**src/rtl/cpu_defs_pkg.sv**
```systemverilog
// Shared CPU definitions: divider sequencer states and latency.
package cpu_defs_pkg;

    localparam int DIV_WIDTH   = 32;
    localparam int DIV_LATENCY = DIV_WIDTH + 1;

    typedef enum logic [1:0] {
        DIV_IDLE,
        DIV_BUSY,
        DIV_DONE
    } div_state_t;

endpackage

```
**src/rtl/div_step.sv**
```systemverilog
// One restoring shift-subtract iteration on magnitude operands.
module div_step #(
    parameter int WIDTH = 32
) (
    input  logic [WIDTH-1:0] rem_i,
    input  logic [WIDTH-1:0] quo_i,
    input  logic [WIDTH-1:0] dvsr_i,
    output logic [WIDTH-1:0] rem_o,
    output logic [WIDTH-1:0] quo_o
);

    logic [WIDTH:0]   rem_sh;
    logic [WIDTH-1:0] diff;

    // rem < dvsr before the shift, so the shifted value needs one extra bit
    // for the compare, while the difference always fits back into WIDTH bits.
    assign rem_sh = {rem_i, quo_i[WIDTH-1]};
    assign diff   = rem_sh[WIDTH-1:0] - dvsr_i;

    always_comb begin
        if (rem_sh >= {1'b0, dvsr_i}) begin
            rem_o = diff;
            quo_o = {quo_i[WIDTH-2:0], 1'b1};
        end else begin
            rem_o = rem_sh[WIDTH-1:0];
            quo_o = {quo_i[WIDTH-2:0], 1'b0};
        end
    end

endmodule

```
**src/rtl/div_ctrl.sv**
```systemverilog
// Iterative DIV/DIVU sequencer: latches operands, runs WIDTH restoring steps,
// applies sign fixup and stalls the pipeline while busy.
module div_ctrl
    import cpu_defs_pkg::*;
#(
    parameter int WIDTH = DIV_WIDTH
) (
    input  logic             clk,
    input  logic             resetn,
    input  logic             start_i,
    input  logic             signed_i,
    input  logic [WIDTH-1:0] a_i,
    input  logic [WIDTH-1:0] b_i,
    input  logic             cancel_i,
    output logic             stall_o,
    output logic             result_valid_o,
    output logic [WIDTH-1:0] hi_o,
    output logic [WIDTH-1:0] lo_o
);

    localparam int                CNT_W    = $clog2(WIDTH);
    localparam logic [CNT_W-1:0]  CNT_LAST = CNT_W'(WIDTH - 1);

    div_state_t       state_q, state_d;
    logic [CNT_W-1:0] cnt_q, cnt_d;
    logic [WIDTH-1:0] rem_q, rem_d;
    logic [WIDTH-1:0] quo_q, quo_d;
    logic [WIDTH-1:0] dvsr_q, dvsr_d;
    logic             neg_quo_q, neg_quo_d;
    logic             neg_rem_q, neg_rem_d;
    logic [WIDTH-1:0] hi_q, hi_d;
    logic [WIDTH-1:0] lo_q, lo_d;
    logic             valid_q, valid_d;
    logic             stall;

    logic             a_neg, b_neg;
    logic [WIDTH-1:0] a_abs, b_abs;
    logic [WIDTH-1:0] step_rem, step_quo;

    assign a_neg = signed_i & a_i[WIDTH-1];
    assign b_neg = signed_i & b_i[WIDTH-1];
    assign a_abs = a_neg ? -a_i : a_i;
    assign b_abs = b_neg ? -b_i : b_i;

    div_step #(.WIDTH(WIDTH)) u_step (
        .rem_i  (rem_q),
        .quo_i  (quo_q),
        .dvsr_i (dvsr_q),
        .rem_o  (step_rem),
        .quo_o  (step_quo)
    );

    always_comb begin
        // NOTE: every _d defaults to its _q first so no path leaves a latch.
        state_d   = state_q;
        cnt_d     = cnt_q;
        rem_d     = rem_q;
        quo_d     = quo_q;
        dvsr_d    = dvsr_q;
        neg_quo_d = neg_quo_q;
        neg_rem_d = neg_rem_q;
        hi_d      = hi_q;
        lo_d      = lo_q;
        valid_d   = 1'b0;
        stall     = 1'b0;

        unique case (state_q)
            DIV_IDLE: begin
                if (start_i) begin
                    stall     = 1'b1;
                    state_d   = DIV_BUSY;
                    cnt_d     = '0;
                    rem_d     = '0;
                    quo_d     = a_abs;
                    dvsr_d    = b_abs;
                    neg_quo_d = (a_i[WIDTH-1] ^ b_i[WIDTH-1]) & signed_i;
                    neg_rem_d = a_neg;
                end
            end
            DIV_BUSY: begin
                stall = 1'b1;
                rem_d = step_rem;
                quo_d = step_quo;
                cnt_d = cnt_q + CNT_W'(1);
                if (cnt_q == CNT_LAST) begin
                    state_d = DIV_DONE;
                end
            end
            DIV_DONE: begin
                // A zero divisor reports all-ones regardless of sign; the
                // remainder fixup already reproduces the raw dividend.
                state_d = DIV_IDLE;
                valid_d = 1'b1;
                hi_d    = neg_rem_q ? -rem_q : rem_q;
                lo_d    = (dvsr_q == '0) ? '1 : (neg_quo_q ? -quo_q : quo_q);
            end
            default: state_d = DIV_IDLE;
        endcase

        if (cancel_i) begin
            state_d = DIV_IDLE;
            stall   = 1'b0;
            valid_d = 1'b0;
            hi_d    = hi_q;
            lo_d    = lo_q;
        end
    end

    always_ff @(posedge clk or negedge resetn) begin
        if (!resetn) begin
            state_q <= DIV_IDLE;
        end else begin
            state_q <= state_d;
        end
    end

    always_ff @(posedge clk or negedge resetn) begin
        if (!resetn) begin
            cnt_q     <= '0;
            rem_q     <= '0;
            quo_q     <= '0;
            dvsr_q    <= '0;
            neg_quo_q <= 1'b0;
            neg_rem_q <= 1'b0;
            hi_q      <= '0;
            lo_q      <= '0;
            valid_q   <= 1'b0;
        end else begin
            cnt_q     <= cnt_d;
            rem_q     <= rem_d;
            quo_q     <= quo_d;
            dvsr_q    <= dvsr_d;
            neg_quo_q <= neg_quo_d;
            neg_rem_q <= neg_rem_d;
            hi_q      <= hi_d;
            lo_q      <= lo_d;
            valid_q   <= valid_d;
        end
    end

    assign stall_o        = stall;
    assign result_valid_o = valid_q;
    assign hi_o           = hi_q;
    assign lo_o           = lo_q;

endmodule

```
**config.mk**
```make
export PLATFORM = sky130hd
export DESIGN_NAME = div_ctrl
export DESIGN_NICKNAME = d
export VERILOG_FILES = /design/src/rtl/cpu_defs_pkg.sv /design/src/rtl/div_step.sv /design/src/rtl/div_ctrl.sv
export SDC_FILE = /design/constraint.sdc
export NUM_CORES = 1
export LEC_CHECK = 0
export BUFFER_PORTS_ARGS = -buffer_cell sky130_fd_sc_hd__buf_2
export CAP_MARGIN = 0
export CORE_MARGIN = 2
export CORE_UTILIZATION = 33
export CTS_CLUSTER_SIZE = 10
export DETAILED_ROUTE_END_ITERATION = 16
export PLACE_DENSITY_LB_ADDON = 0.25
export SLEW_MARGIN = 25
export SYNTH_ARGS = -nofsm -noshare
export SYNTH_HDL_FRONTEND = slang
export SYNTH_SLANG_ARGS = --single-unit
```
**constraint.sdc**
```tcl
create_clock -name clk -period 5.6 [get_ports clk]
set_input_delay 1.12 -clock clk [delete_from_list [all_inputs] [get_ports clk]]
set_output_delay 1.12 -clock clk [all_outputs]
set_load 0.05 [all_outputs]
```
==> flow_metrics.tcl <==
set metrics [dict create \
    netlist_area_mm2 0.0111 \
    yosys_warnings 0 \
    synthTopCellsByArea "dfrtp_1 (38%), o21ai_0 (8.3%), xor2_1 (5.8%)" \
    clock-sinks 170 \
    rr_startpoint "rem_q[13]" \
    drt_iter0_drc 713 \
    start_kind "register" \
    place_area_mm2 0.0122 \
    routed_via_density 5.28 \
    met1_usage_pct 26.6 \
    max_freq_mhz 282 \
    synth.top_cell.area_share_pct 38.2 \
    cap_violations 0 \
    yosysSeqAreaShare_pct 38.2 \
    use_met2_pct 27.5 \
    worstSetupPathType "register to register" \
    grt_antenna_before_repair 0 \
    critPathTopFamily "compound AO/OA/AOI/OAI gates" \
    status "finished clean" \
    io_pins 135 \
    cts_root_buf "clkbuf_16" \
    grt_max_degree 97 \
    min_period_ns 3.54 \
    critPathRequiredTime_ns 5.96 \
    r2r-end "rem_q[9]" \
    grt_pass1_wl_um 51600 \
    crit_path_max_incr_delay_ns 0.74 \
    coreArea_mm2 0.0334 \
    diodes 0 \
    grt_pass1_vias 9329 \
    port_buffers 134 \
    slew_headroom_pct 31.1 \
    syn2layout_area_growth_pct 14.7 \
    hp-start "hi_o[27]" \
    grt_usage_pct 18.1 \
    die_y_um 188 \
    worst_pin_slew_ns 1.02 \
    synthTopCellsByCount "o21ai_0 (184), dfrtp_1 (170), nand2_1 (141)" \
    cts_inserted_buffers 17 \
    die_area_mm2 0.0353 \
    layout-drive-gt1-share_pct 13.5 \
    cts_tree "built" \
    drv_slew 0 \
    async_reset_ff_share_pct 100 \
    vias 9890 \
    place_inst 1840 \
    ys_types 62 \
    drcViolationCount 0 \
    endpoint_kind "register" \
    path_depth 10 \
    power_per_cell_area_mw_per_mm2 403 \
    hold_class "register to register" \
    detail-route-antenna-nets 0 \
    initial_utilization_pct 33.4 \
    final_area_mm2 0.0128 \
    fillerInstances 3475 \
    p_leak_nw 5.70 \
    overflow 0 \
    critPathBufInv 1 \
    gp_congestion 0.942 \
    tns_ns 0 \
    htreeDepth 4 \
    grt_setup_unrepaired "false" \
    cts_setup_buffers 0 \
    cts.path.max_buffers 2 \
    vdd_drop_max_mv 0.272 \
    routed_wl_um 31900 \
    hold_viol_final 0 \
    worstPathCellList "ha_1 > a21oi_1 > a2111oi_0 > nand2_1 > nor3_1 > a21oi_1 > o21ai_2 > buf_4 > nand2_1 > o21ai_0" \
    syn_inst 1320 \
    reg2reg_depth 10 \
    cp_slowest_cell "a2111oi_0" \
    dieWidth_um 188 \
    whs_endpoint "hi_o[27]" \
    cts_resized 0 \
    whs_path_depth 2 \
    syn_avg_cell_area_um2 8.44 \
    row_count 67 \
    fin_hold_ws_ns 0.473 \
    syn_nets 1428 \
    use_met3_pct 3.18 \
    ys_ff_latch 170 \
    yosysMostFrequentCell "o21ai_0" \
    fin_crit_sh_pct 63.3 \
    ctsHoldBuffers 0 \
    clk_latency_ns 0.45 \
    fin_skew_ns 0.0142 \
    nets 1519 \
    instances_no_fill 1872 \
    dp_hpwl_um 23300 \
    r2r_slack_ns 2.06 \
    synth_ff_type "dfrtp_1" \
    cp_max_fo 28 \
    wl_per_cell_um 17.0 \
    setup_viol 0 \
    synth-edff-count 0 \
    synth_largest_area_cell "dfrtp_1" \
    arrival_ns 3.90 \
    clk_pin_slew_ns 0.08 \
    drtPass1Iterations 5 \
    grt-busiest-layer "met2" \
]
==> metrics by stage <==
step,util [%],setup slack (ns),total power [mW]
after floorplan,-,2.25,3.31
after global placement,36.6,1.89,3.93
after detailed placement,36.6,1.85,3.93
after CTS,38.3,2.09,5.14
after global routing,38.3,1.77,5.50
final,38.3,2.06,5.14
==> worst max path at each step <==
| stage | from | endpoint | slack (ns) |
|---|---|---|---|
| floorplan | cancel_i | stall_o | 2.25 |
| global placement | b_i[4] | dvsr_q[28] | 1.89 |
| detailed placement | b_i[4] | dvsr_q[28] | 1.85 |
| CTS | rem_q[12] | rem_q[9] | 2.09 |
| global route | rem_q[13] | rem_q[9] | 1.77 |
| finish | rem_q[13] | rem_q[9] | 2.06 |
==> state kept, by name, indices dropped and copies added, names as in the netlist <==
name,cells
dvsr_q,32
hi_o,32
lo_o,32
quo_q,32
rem_q,32
cnt_q,5
state_q,2
neg_quo_q,1
neg_rem_q,1
result_valid_o,1
==> layer usage <==
metal	share of wire, %	vias to the layer above
met5	0	-
met4	1.1	0
li1	-	4924
met3	4.6	25
met2	44	254
met1	50	4687
==> report_power, final <==
group          total (mW)  internal (mW)  switching (mW)
Sequential           1.72           1.40           0.320
Clock                1.20          0.629           0.570
Combinational        2.22          0.900            1.32
Total                5.14           2.93            2.22
==> tightest hold or removal path, cell delays in order, from the launching register on <==
cell and delay [ns]:
dfrtp_1 0.34, nand2_1 0.04, o21ai_0 0.05
==> logic make-up (layout without fill, tap and decap cells) <==
| group | after synthesis | in the layout | share of synthesized area, % |
|---|---|---|---|
| and+or+nand+nor | 411 | 411 | 17.7 |
| xor gates and xnor gates | 146 | 146 | 11.5 |
| adders and majority gates | 39 | 39 | 4.45 |
| buffers and inverters | 121 | 225 | 4.20 |
| AOI/OAI and AO/OA | 406 | 406 | 21.6 |
| muxes | 27 | 27 | 2.43 |
| DFF | 170 | 170 | 38.2 |
==> area by class of cell <==
type                    instances  area, um^2  share of cell area (%)
multi-input cells            1029        6440                    50.4
flip-flops and latches        170        4260                    33.3
repair buffers                142         749                    5.87
well taps                     448         561                    4.39
clock buffers                  17         425                    3.33
inverters                      51         191                    1.50
clock inverters                15         151                    1.18
==> placed cells by master, fill, tap and decap left out, types with 6 or more instances in the layout <==
cell       instances
nand3_1           36
buf_2            133
xnor2_1           72
a21oi_1           94
and2_1             8
o31ai_1           15
or3_1             10
dfrtp_1          169
o21ai_0          183
xor2_1            74
buf_4              7
nand2_1          140
o41ai_1           14
nor2_1           101
a31oi_1            7
a22oi_1           31
a21o_1            12
nor4_1            33
o211ai_1           6
a211oi_1           8
inv_1             50
nor3_1            17
o21a_1             9
or4_1             13
ha_1              38
nand4_1           11
nand2b_1           7
mux2i_1           27
clkbuf_16         17
inv_6              6
(Power assumes the default switching activity.)
